<file path="config.mk">
export PLATFORM = sky130hd
export DESIGN_NAME = an_decode_ctrl
export DESIGN_NICKNAME = d
export VERILOG_FILES = /design/src/rtl/an_pkg.sv /design/src/rtl/an_syndrome_lut.sv /design/src/rtl/an_decode_ctrl.sv
export SDC_FILE = /design/constraint.sdc
export NUM_CORES = 1
export LEC_CHECK = 0
export ABC_AREA = 0
export CORE_UTILIZATION = 45
export CTS_CLUSTER_SIZE = 10
export DETAILED_ROUTE_END_ITERATION = 10
export PLACE_DENSITY = 0.71
export SKIP_LAST_GASP = 1
export SLEW_MARGIN = 20
export SYNTH_ARGS = -nofsm -noshare
export SYNTH_HDL_FRONTEND = slang
export SYNTH_HIERARCHICAL = 1
export SYNTH_SLANG_ARGS = --single-unit
</file>
<file path="constraint.sdc">
create_clock -name clk -period 13.55 [get_ports clk]
set_input_delay 4.065 -clock clk [delete_from_list [all_inputs] [get_ports clk]]
set_output_delay 4.065 -clock clk [all_outputs]
set_load 0.01 [all_outputs]
</file>
<file path="src/rtl/an_pkg.sv">
// Shared constants, state encoding and residue table for the A=47 AN-code decoder.
package an_pkg;

    localparam int A       = 47;
    localparam int CW_W    = 23;
    localparam int N_W     = 17;
    localparam int RESID_W = 6;

    typedef enum logic [2:0] {
        IDLE,
        RESID,
        CORR,
        DIV,
        DONE
    } state_t;

    // Entry k is 2^k mod 47; 2 has order 23, so the table and its negatives cover every nonzero residue.
    localparam logic [RESID_W-1:0] POW2_MOD_A [CW_W] = '{
        6'd1,  6'd2,  6'd4,  6'd8,  6'd16, 6'd32, 6'd17, 6'd34,
        6'd21, 6'd42, 6'd37, 6'd27, 6'd7,  6'd14, 6'd28, 6'd9,
        6'd18, 6'd36, 6'd25, 6'd3,  6'd6,  6'd12, 6'd24
    };

endpackage

</file>
<file path="src/rtl/an_syndrome_lut.sv">
// Maps a residue to the single +/-2^k error that produces it.
module an_syndrome_lut
    import an_pkg::*;
(
    input  logic [RESID_W-1:0] r,
    output logic               hit,
    output logic [4:0]         k,
    output logic               neg
);

    // Residue A - (2^k mod A) means 2^k was lost, i.e. the received word is too small.
    always_comb begin
        hit = 1'b0;
        k   = '0;
        neg = 1'b0;
        for (int i = 0; i < CW_W; i++) begin
            if (r == POW2_MOD_A[i]) begin
                hit = 1'b1;
                k   = 5'(i);
                neg = 1'b0;
            end else if (r == RESID_W'(A) - POW2_MOD_A[i]) begin
                hit = 1'b1;
                k   = 5'(i);
                neg = 1'b1;
            end
        end
    end

endmodule

</file>
<file path="src/rtl/an_decode_ctrl.sv">
// Bit-serial AN-code single-error decoder: residue, syndrome correction, restoring division by A.
// Optional BER counters (cnt_clr, corr_cnt, uncorr_cnt) are built when ANDEC_ERR_CNT_EN is defined.
module an_decode_ctrl #(
    parameter int A    = an_pkg::A,
    parameter int CW_W = an_pkg::CW_W,
    parameter int N_W  = an_pkg::N_W
) (
    input  logic            clk,
    input  logic            rst_n,
    input  logic            in_valid,
    output logic            in_ready,
    input  logic [CW_W-1:0] in_ane,
    output logic            out_valid,
    input  logic            out_ready,
    output logic [N_W-1:0]  out_n,
    output logic            out_corr,
    output logic            out_uncorr,
    output logic [4:0]      out_err_pos,
    output logic            out_err_neg
`ifdef ANDEC_ERR_CNT_EN
    ,
    input  logic            cnt_clr,
    output logic [15:0]     corr_cnt,
    output logic [15:0]     uncorr_cnt
`endif
);

    localparam int RW = an_pkg::RESID_W;

    an_pkg::state_t state, state_next;

    logic [CW_W-1:0] value;
    logic [RW-1:0]   r;
    logic [4:0]      cnt;
    logic            corr_q;
    logic            uncorr_q;
    logic            neg_q;
    logic [4:0]      pos_q;

    logic            lut_hit;
    logic [4:0]      lut_k;
    logic            lut_neg;

    logic [RW:0]     r_shift;
    logic            r_ge;
    logic [RW-1:0]   r_step;
    logic [CW_W:0]   pow;
    logic [CW_W:0]   sum;

    an_syndrome_lut u_lut (
        .r   (r),
        .hit (lut_hit),
        .k   (lut_k),
        .neg (lut_neg)
    );

    // One mod-A step shared by the residue pass and the division pass; r_ge doubles as the quotient bit.
    always_comb begin
        r_shift = {r, value[CW_W-1]};
        r_ge    = (r_shift >= (RW+1)'(A));
        r_step  = r_ge ? RW'(r_shift - (RW+1)'(A)) : RW'(r_shift);
        pow     = (CW_W+1)'(1) << lut_k;
        if (r == '0) begin
            sum = {1'b0, value};
        end else if (!lut_neg) begin
            sum = {1'b0, value} - pow;
        end else begin
            sum = {1'b0, value} + pow;
        end
    end

    always_ff @(posedge clk or negedge rst_n) begin
        if (!rst_n) begin
            state <= an_pkg::IDLE;
        end else begin
            state <= state_next;
        end
    end

    always_comb begin
        state_next = state;
        in_ready   = 1'b0;
        out_valid  = 1'b0;
        case (state)
            an_pkg::IDLE: begin
                in_ready = 1'b1;
                if (in_valid) begin
                    state_next = an_pkg::RESID;
                end
            end
            an_pkg::RESID: begin
                if (cnt == 5'(CW_W - 1)) begin
                    state_next = an_pkg::CORR;
                end
            end
            an_pkg::CORR: begin
                state_next = an_pkg::DIV;
            end
            an_pkg::DIV: begin
                if (cnt == 5'(CW_W)) begin
                    state_next = an_pkg::DONE;
                end
            end
            an_pkg::DONE: begin
                out_valid = 1'b1;
                if (out_ready) begin
                    state_next = an_pkg::IDLE;
                end
            end
            default: begin
                state_next = an_pkg::IDLE;
            end
        endcase
    end

    // The residue pass rotates value so the codeword is intact again when CORR needs it.
    always_ff @(posedge clk or negedge rst_n) begin
        if (!rst_n) begin
            value    <= '0;
            r        <= '0;
            cnt      <= '0;
            corr_q   <= 1'b0;
            uncorr_q <= 1'b0;
            neg_q    <= 1'b0;
            pos_q    <= '0;
        end else begin
            case (state)
                an_pkg::IDLE: begin
                    if (in_valid) begin
                        value    <= in_ane;
                        r        <= '0;
                        cnt      <= '0;
                        corr_q   <= 1'b0;
                        uncorr_q <= 1'b0;
                        neg_q    <= 1'b0;
                        pos_q    <= '0;
                    end
                end
                an_pkg::RESID: begin
                    value <= {value[CW_W-2:0], value[CW_W-1]};
                    r     <= r_step;
                    cnt   <= (cnt == 5'(CW_W - 1)) ? '0 : cnt + 5'd1;
                end
                an_pkg::CORR: begin
                    value    <= sum[CW_W-1:0];
                    uncorr_q <= sum[CW_W] | ((r != '0) & ~lut_hit);
                    corr_q   <= (r != '0) & lut_hit;
                    neg_q    <= (r != '0) & lut_hit & lut_neg;
                    pos_q    <= ((r != '0) & lut_hit) ? lut_k : '0;
                    r        <= '0;
                    cnt      <= '0;
                end
                an_pkg::DIV: begin
                    if (cnt != 5'(CW_W)) begin
                        value <= {value[CW_W-2:0], r_ge};
                        r     <= r_step;
                        cnt   <= cnt + 5'd1;
                    end else begin
                        uncorr_q <= uncorr_q | (value[CW_W-1:N_W] != '0) | (r != '0);
                    end
                end
                default: begin
                end
            endcase
        end
    end

    assign out_uncorr  = uncorr_q;
    assign out_n       = uncorr_q ? '0 : value[N_W-1:0];
    assign out_corr    = corr_q & ~uncorr_q;
    assign out_err_pos = uncorr_q ? '0 : pos_q;
    assign out_err_neg = neg_q & ~uncorr_q;

`ifdef ANDEC_ERR_CNT_EN
    logic out_fire;
    assign out_fire = out_valid & out_ready;

    // Clear takes priority over a coinciding handshake; both counters stick at all-ones.
    always_ff @(posedge clk or negedge rst_n) begin
        if (!rst_n) begin
            corr_cnt   <= '0;
            uncorr_cnt <= '0;
        end else if (cnt_clr) begin
            corr_cnt   <= '0;
            uncorr_cnt <= '0;
        end else if (out_fire) begin
            if (out_corr && corr_cnt != 16'hFFFF) begin
                corr_cnt <= corr_cnt + 16'd1;
            end
            if (out_uncorr && uncorr_cnt != 16'hFFFF) begin
                uncorr_cnt <= uncorr_cnt + 16'd1;
            end
        end
    end
`endif

endmodule

</file>
==> flow_summary.toml <==
[clock_network]
post_cts_buffers = 0
clk_pin_slew_ps = 90
clock_sinks = 45
clkLatencyLatePin_ps = 320
root_buffer = "clkbuf_8"
cts-htree-levels = 2
hold_buffers = 0
cts_tree = "done"
numCtsBuffers = 5
cts_resized = 0
clockBufferDepth = 2

[floorplan]
start_util_pct = 46.8
core_area_mm2 = 0.0104
die_w_um = 106
dieArea_mm2 = 0.0112
io_pins = 54
die_h_um = 106
rows = 37

[placement]
port_buffers = 53
dpl.hpwl_um = 9360
place_congestion = 0.884

[final_layout]
drive_above_1_share_pct = 4.60
finish.utilization_pct = 53.0
most-common-layout-cells = "72 x nand2_1, 53 x o21ai_0, 52 x a21oi_1, 52 x clkdlybuf4s50_1, 44 x dfrtp_1"
final_common_cell = "nand2_1"
diodes = 0
final_nets = 713
area_growth_pct = 13.4

[global_routing]
grt-ovfl-total = 0
antenna_found_initial = 0
grt_first_pass_wirelength_um = 22500
grt_start_max_net_pins = 47
track_usage_pct = 24.7
grt_pass1_vias = 4623

[yosys]
synth.cell_area_mm2 = 0.00485
yosysSeqAreaShare_pct = 23.2
synthTopCellsByArea = "dfrtp_1 23%, ha_1 8.8%, nand2_1 5.6%"
ys_seq_elements = 45
synth_top_family_by_area = "compound AO/OA/AOI/OAI gates"
synth-async-reset-ratio_pct = 100
synth_mux_area_share_pct = 1.99
synth_fa_ha_area_share_pct = 9.19
synth_nets = 697
synth_cells = 635
syn-mean-instance-area_um2 = 7.64
synth_top_area_cell = "dfrtp_1"
synth_edf_count = 0
synth_top_area_share_pct = 23.2
synthSimpleGateAreaFrac_pct = 23.3
yosys_warnings = 6
yosys.area_share.xor_xnor_pct = 4.52
synth.distinct_cells = 68
synth_compound_area_share_pct = 32.4
synthFlopType = "dfrtp_1"

[timing]
finalCritPeriodShare_pct = 43.6
period_needed_ps = 5900
clock_skew_ps = 16.6
worst_pin_slew_ps = 1070
rsz0062_at_grt = "no"
finalHoldViolCount = 0
finalHoldWorstSlack_ps = 495
fmax_ghz = 0.169
slew_viol_final = 0
slew_headroom_pct = 28.1
setup_tns_ps = 0
finalSetupViolCount = 0

[routing]
wl_met2_um = 6370
vias = 4984
highest_layer = "met4"
vias_per_cell = 6.32
drcViolationCount = 0
drt_wl_total_um = 13400
firstDrtPassIters = 5
drt_iter0_drc = 412
drtAntennaViolNets = 0
wl_per_cell_um = 17.0
wl_met1_um = 6180
wl_met3_um = 608

[setup_path]
crit_path_start_kind = "flip-flop"
critPathCaptureType = "flip-flop"
crit_path_max_fanout = 29
cp.arrival_ps = 6140
crit_required_ps = 13780
path_class = "reg2reg"

[hold_path]
min_path_type = "reg2reg"

[status]
status = "complete, no violations"

[run]
maxCapViolCount = 0
[path summary, 6_finish.rpt]
path / cells after the start / start / slack [ps] / endpoint
min in group asynchronous: 1 / rst_n / 3750 / value[6]
hold reg to reg: 1 / pos_q[4] / 490 / pos_q[4]
setup reg to reg: 20 / r[1] / 7650 / out_uncorr
setup / recovery: 20 / r[1] / 7650 / out_uncorr
max in group asynchronous: 1 / rst_n / 9330 / out_uncorr
hold / removal: 1 / pos_q[4] / 490 / pos_q[4]
[Yosys cell counts, drive strengths merged, types with 3 or more instances]
cell	count
nand2	72
o21ai	61
a21oi	52
dfrtp	45
nor2	39
nor2b	37
ha	34
clkbuf	33
nand3	17
buf	16
a22oi	15
xnor2	15
inv	14
nor3	12
a21o	11
a222oi	11
xor2	10
a211oi	9
nand2b	9
nor4	9
o221ai	9
a221oi	7
nand4	7
o22ai	7
a32o	6
or2	6
a21boi	5
a22o	5
o211ai	5
a31oi	4
and3	4
mux2i	4
o32ai	4
a221o	3
mux2	3
or3	3
[kinds of logic after synthesis]
logic type,Yosys count
xor gates and xnor gates,25
adders and majority gates,35
muxes,8
buffers and inverters,64
and+or+nand+nor,227
AOI/OAI and AO/OA,231
DFF,45
[final cells by class]
| cell class | instances | area (um^2) |
|---|---|---|
| sequential | 45 | 1130 |
| clock inverter | 2 | 13.8 |
| multi-input combinational | 526 | 3480 |
| timing repair buffer | 59 | 573 |
| fill | 1002 | 4870 |
| tap | 136 | 170 |
| inverter | 14 | 52.6 |
| clock buffer | 6 | 82.6 |
[flip-flops by register name (all words and copies together), names as in the netlist]
name and flops:
cnt 5, state 3, r 6, out_uncorr 1, value 23, neg_q 1
corr_q 1, pos_q 5
[critical path, stage by stage, from the launching register on]
cell and delay (ps):
dfrtp_1 930, inv_1 340, a21oi_1 210, mux4_2 270
o22ai_2 210, or3_1 490, nor2_1 230, nand2_1 90
ha_1 340, a21boi_0 200, a21oi_1 330, o22ai_1 110
a22o_1 280, ha_1 330, a221oi_1 310, o21ai_0 200
nor2b_1 180, o21ai_1 140, nand2_1 170, mux2_2 310
a21oi_1 150
[metrics by stage]
step	area (um^2)	instances	setup slack [ps]
CTS	5490	788	7340
global placement	5400	780	7470
floorplan	4850	635	8320
finish	5500	788	7650
global route	5500	788	7220
detailed placement	5400	780	7430
[layer usage]
metal  up-vias  track usage [%]
met5         -                0
met4         0             10.0
met3        20             3.65
met2       139             39.0
met1      2424             33.8
li1       2401                -
Power is left out: the tool's default activity adds up to more than one toggle a clock period on the data nets, which glitch-free logic cannot reach.
==> patch (config.mk and constraints unchanged) <==
`N_W`: 17 -> 19.
--- a/src/rtl/an_pkg.sv
+++ b/src/rtl/an_pkg.sv
@@ -4,5 +4,5 @@
     localparam int A       = 47;
     localparam int CW_W    = 23;
-    localparam int N_W     = 17;
+    localparam int N_W     = 19;
     localparam int RESID_W = 6;
 
Ports: changed (resized out_n); port bits go from 54 to 56. No check against the original RTL was run, so the function may have changed too.
==> patch against the unedited design <==
Count of clock-buffer cells in the layout down 1. Wire length up 3.0%. Synthesized area is 0.52% lower. Design area increased by 1.3%. Hold slack got worse by 0.0036 ns. Setup slack worse by 0.37 ns. Die area shrank 0.51%. Clock skew shrank 0.010 ns. Sequential cell count is the same. Critical endpoint is now value[22]. Critical path type unchanged.
Power is not shown: default switching activity piles up to over one toggle a cycle in this logic, so the estimate is an artifact.
==> patch: results (changes against the unedited design) <==
| Metric | Value |
|---|---|
| ANT nets after route | `0 (unchanged)` |
| Async SR Flop Fraction | `100% (unchanged)` |
| Post-DP HPWL | `9780 um (+4.5%)` |
| Final hold violation count | `0 (unchanged)` |
| Unique masters post-synth | `68 (unchanged)` |
| Number of diodes | `0 (unchanged)` |
| Synth top area cells | `dfrtp_1 23%, ha_1 8.8%, nand2_1 5.6%` |
| Clock slew at reported path FFs | `0.09 ns (about the same)` |
| Critical path peak fanout | `29 (unchanged)` |
| Largest net degree at the start of global routing | `46 (-2.1%)` |
| # H-tree levels | `2 (unchanged)` |
| Routed WL | `13,800 um (+3.0%)` |
| Synthesized Nets | `685 (-1.7%)` |
| Routability cong. | `0.974 (+10%)` |
| Slew HR | `30.5% (+2.4 points)` |
| Ys flop type | `dfrtp_1` |
| Final Skew | `0.00641 ns (-0.0102 ns)` |
| Vias in the first global route | `4,659 (+0.78%)` |
| CTS root buffer | `clkbuf_8` |
| Total CTS buffers | `5 (unchanged)` |
| Wire per inst | `17.6 um (+3.6%)` |
| Via Count | `4,974 (-0.20%)` |
| Top Registers | `value x23, r x6` |
| Clock network latency to the later pin of the worst-skew pair | `0.31 ns` |
| Post-synthesis sequential area ratio | `23.3% (+0.12 points)` |
| First-pass GRT wire length | `22,800 um (+1.4%)` |
| Status | `completed` |
| Post_cts resized | `0 (unchanged)` |
| Gr usage total | `25.3% (+0.60 points)` |
| Dpl cells | `776 (-0.51%)` |
| DRT Pass-1 Iters | `5 (unchanged)` |
| Initial antenna violation count | `0 (unchanged)` |
| Max Buffers Root-to-Sink | `2 (unchanged)` |
| Synthesized instance count | `623 (-1.9%)` |
| Layout cells sized above 1 | `4.94% (+0.34 points)` |
| Ys Warns | `6 (unchanged)` |
| Most frequent cells after synthesis | `72 x nand2_1, 47 x o21ai_0, 45 x dfrtp_1` |
| Worst hold path type | `reg2reg` |
| Buffers added on ports | `55 (+3.8%)` |
| Post-Place Cell Area | `5430 um^2 (+0.53%)` |
| Post CTS Setup Buffer Count | `0 (unchanged)` |
| Iter 0 DRT Violations | `464 (+13%)` |
| Critical path data arrival time | `6.44 ns (+0.30 ns)` |
| Nets@finish | `709 (-0.56%)` |
## patch: path summary, 6_finish.rpt
check                      slack, ns  cells after the start        end  startpoint
max                             7.28                     19  value[22]        r[1]
min                             0.49                      1   pos_q[4]    pos_q[4]
max reg2reg                     7.28                     19  value[22]        r[1]
min reg2reg                     0.49                      1   pos_q[4]    pos_q[4]
max in group asynchronous       9.38                      1  value[14]       rst_n
min in group asynchronous       3.75                      1     cnt[3]       rst_n
## patch: cell families (layout without fill, tap and decap cells)
group,after synthesis,in the layout,synth area share [%]
AO/OA/AOI/OAI,224,224,32.3
XOR/XNOR,29,29,5.27
adder cells (fa/ha/maj),35,35,9.23
buffers and inverters,59,84,4.85
flip-flops,45,45,23.3
multiplexers,7,7,1.79
AND/OR/NAND/NOR,224,224,23.2
## patch: cell type report
| cell class | instances | area [um^2] |
|---|---|---|
| clock buffers | 5 | 68.8 |
| fillers | 1003 | 4800 |
| well taps | 136 | 170 |
| inverters | 13 | 48.8 |
| repair buffers | 63 | 608 |
| flip-flops and latches | 45 | 1130 |
| clock inverters | 3 | 68.8 |
| multi-input cells | 519 | 3470 |
## patch: worst max-delay path, stage by stage (launching register included)
cell and delay, ns:
dfrtp_1 0.91, inv_1 0.31, a21oi_1 0.25, mux4_2 0.27, o22ai_2 0.24, or3_1 0.51
nor2_1 0.15, nand2_1 0.09, ha_1 0.36, a31oi_1 0.48, mux2_2 0.40, a21oi_1 0.22
ha_1 0.32, and3_1 0.17, a221o_1 0.31, a31o_1 0.23, o31a_1 0.32, a221oi_2 0.29
xor2_1 0.17, o221ai_1 0.13
## patch: metal layers
| metal | vias up | part of all wire [%] | track usage [%] |
|---|---|---|---|
| met5 | - | 0 | 0 |
| met4 | 0 | 1.5 | 8.04 |
| met3 | 18 | 6.6 | 3.77 |
| met2 | 171 | 48 | 42.8 |
| met1 | 2400 | 44 | 33.2 |
| li1 | 2385 | - | - |
## patch: through the flow
stage / hold slack, ns / setup slack (ns) / utilization [%]
final: 0.491 / 7.28 / 53.7
after detailed placement: 0.474 / 7.45 / 52.3
after CTS: 0.497 / 7.41 / 53.6
after global placement: 0.472 / 7.63 / 52.3
after global routing: 0.521 / 6.91 / 53.7
after floorplan: 0.458 / 8.42 / -
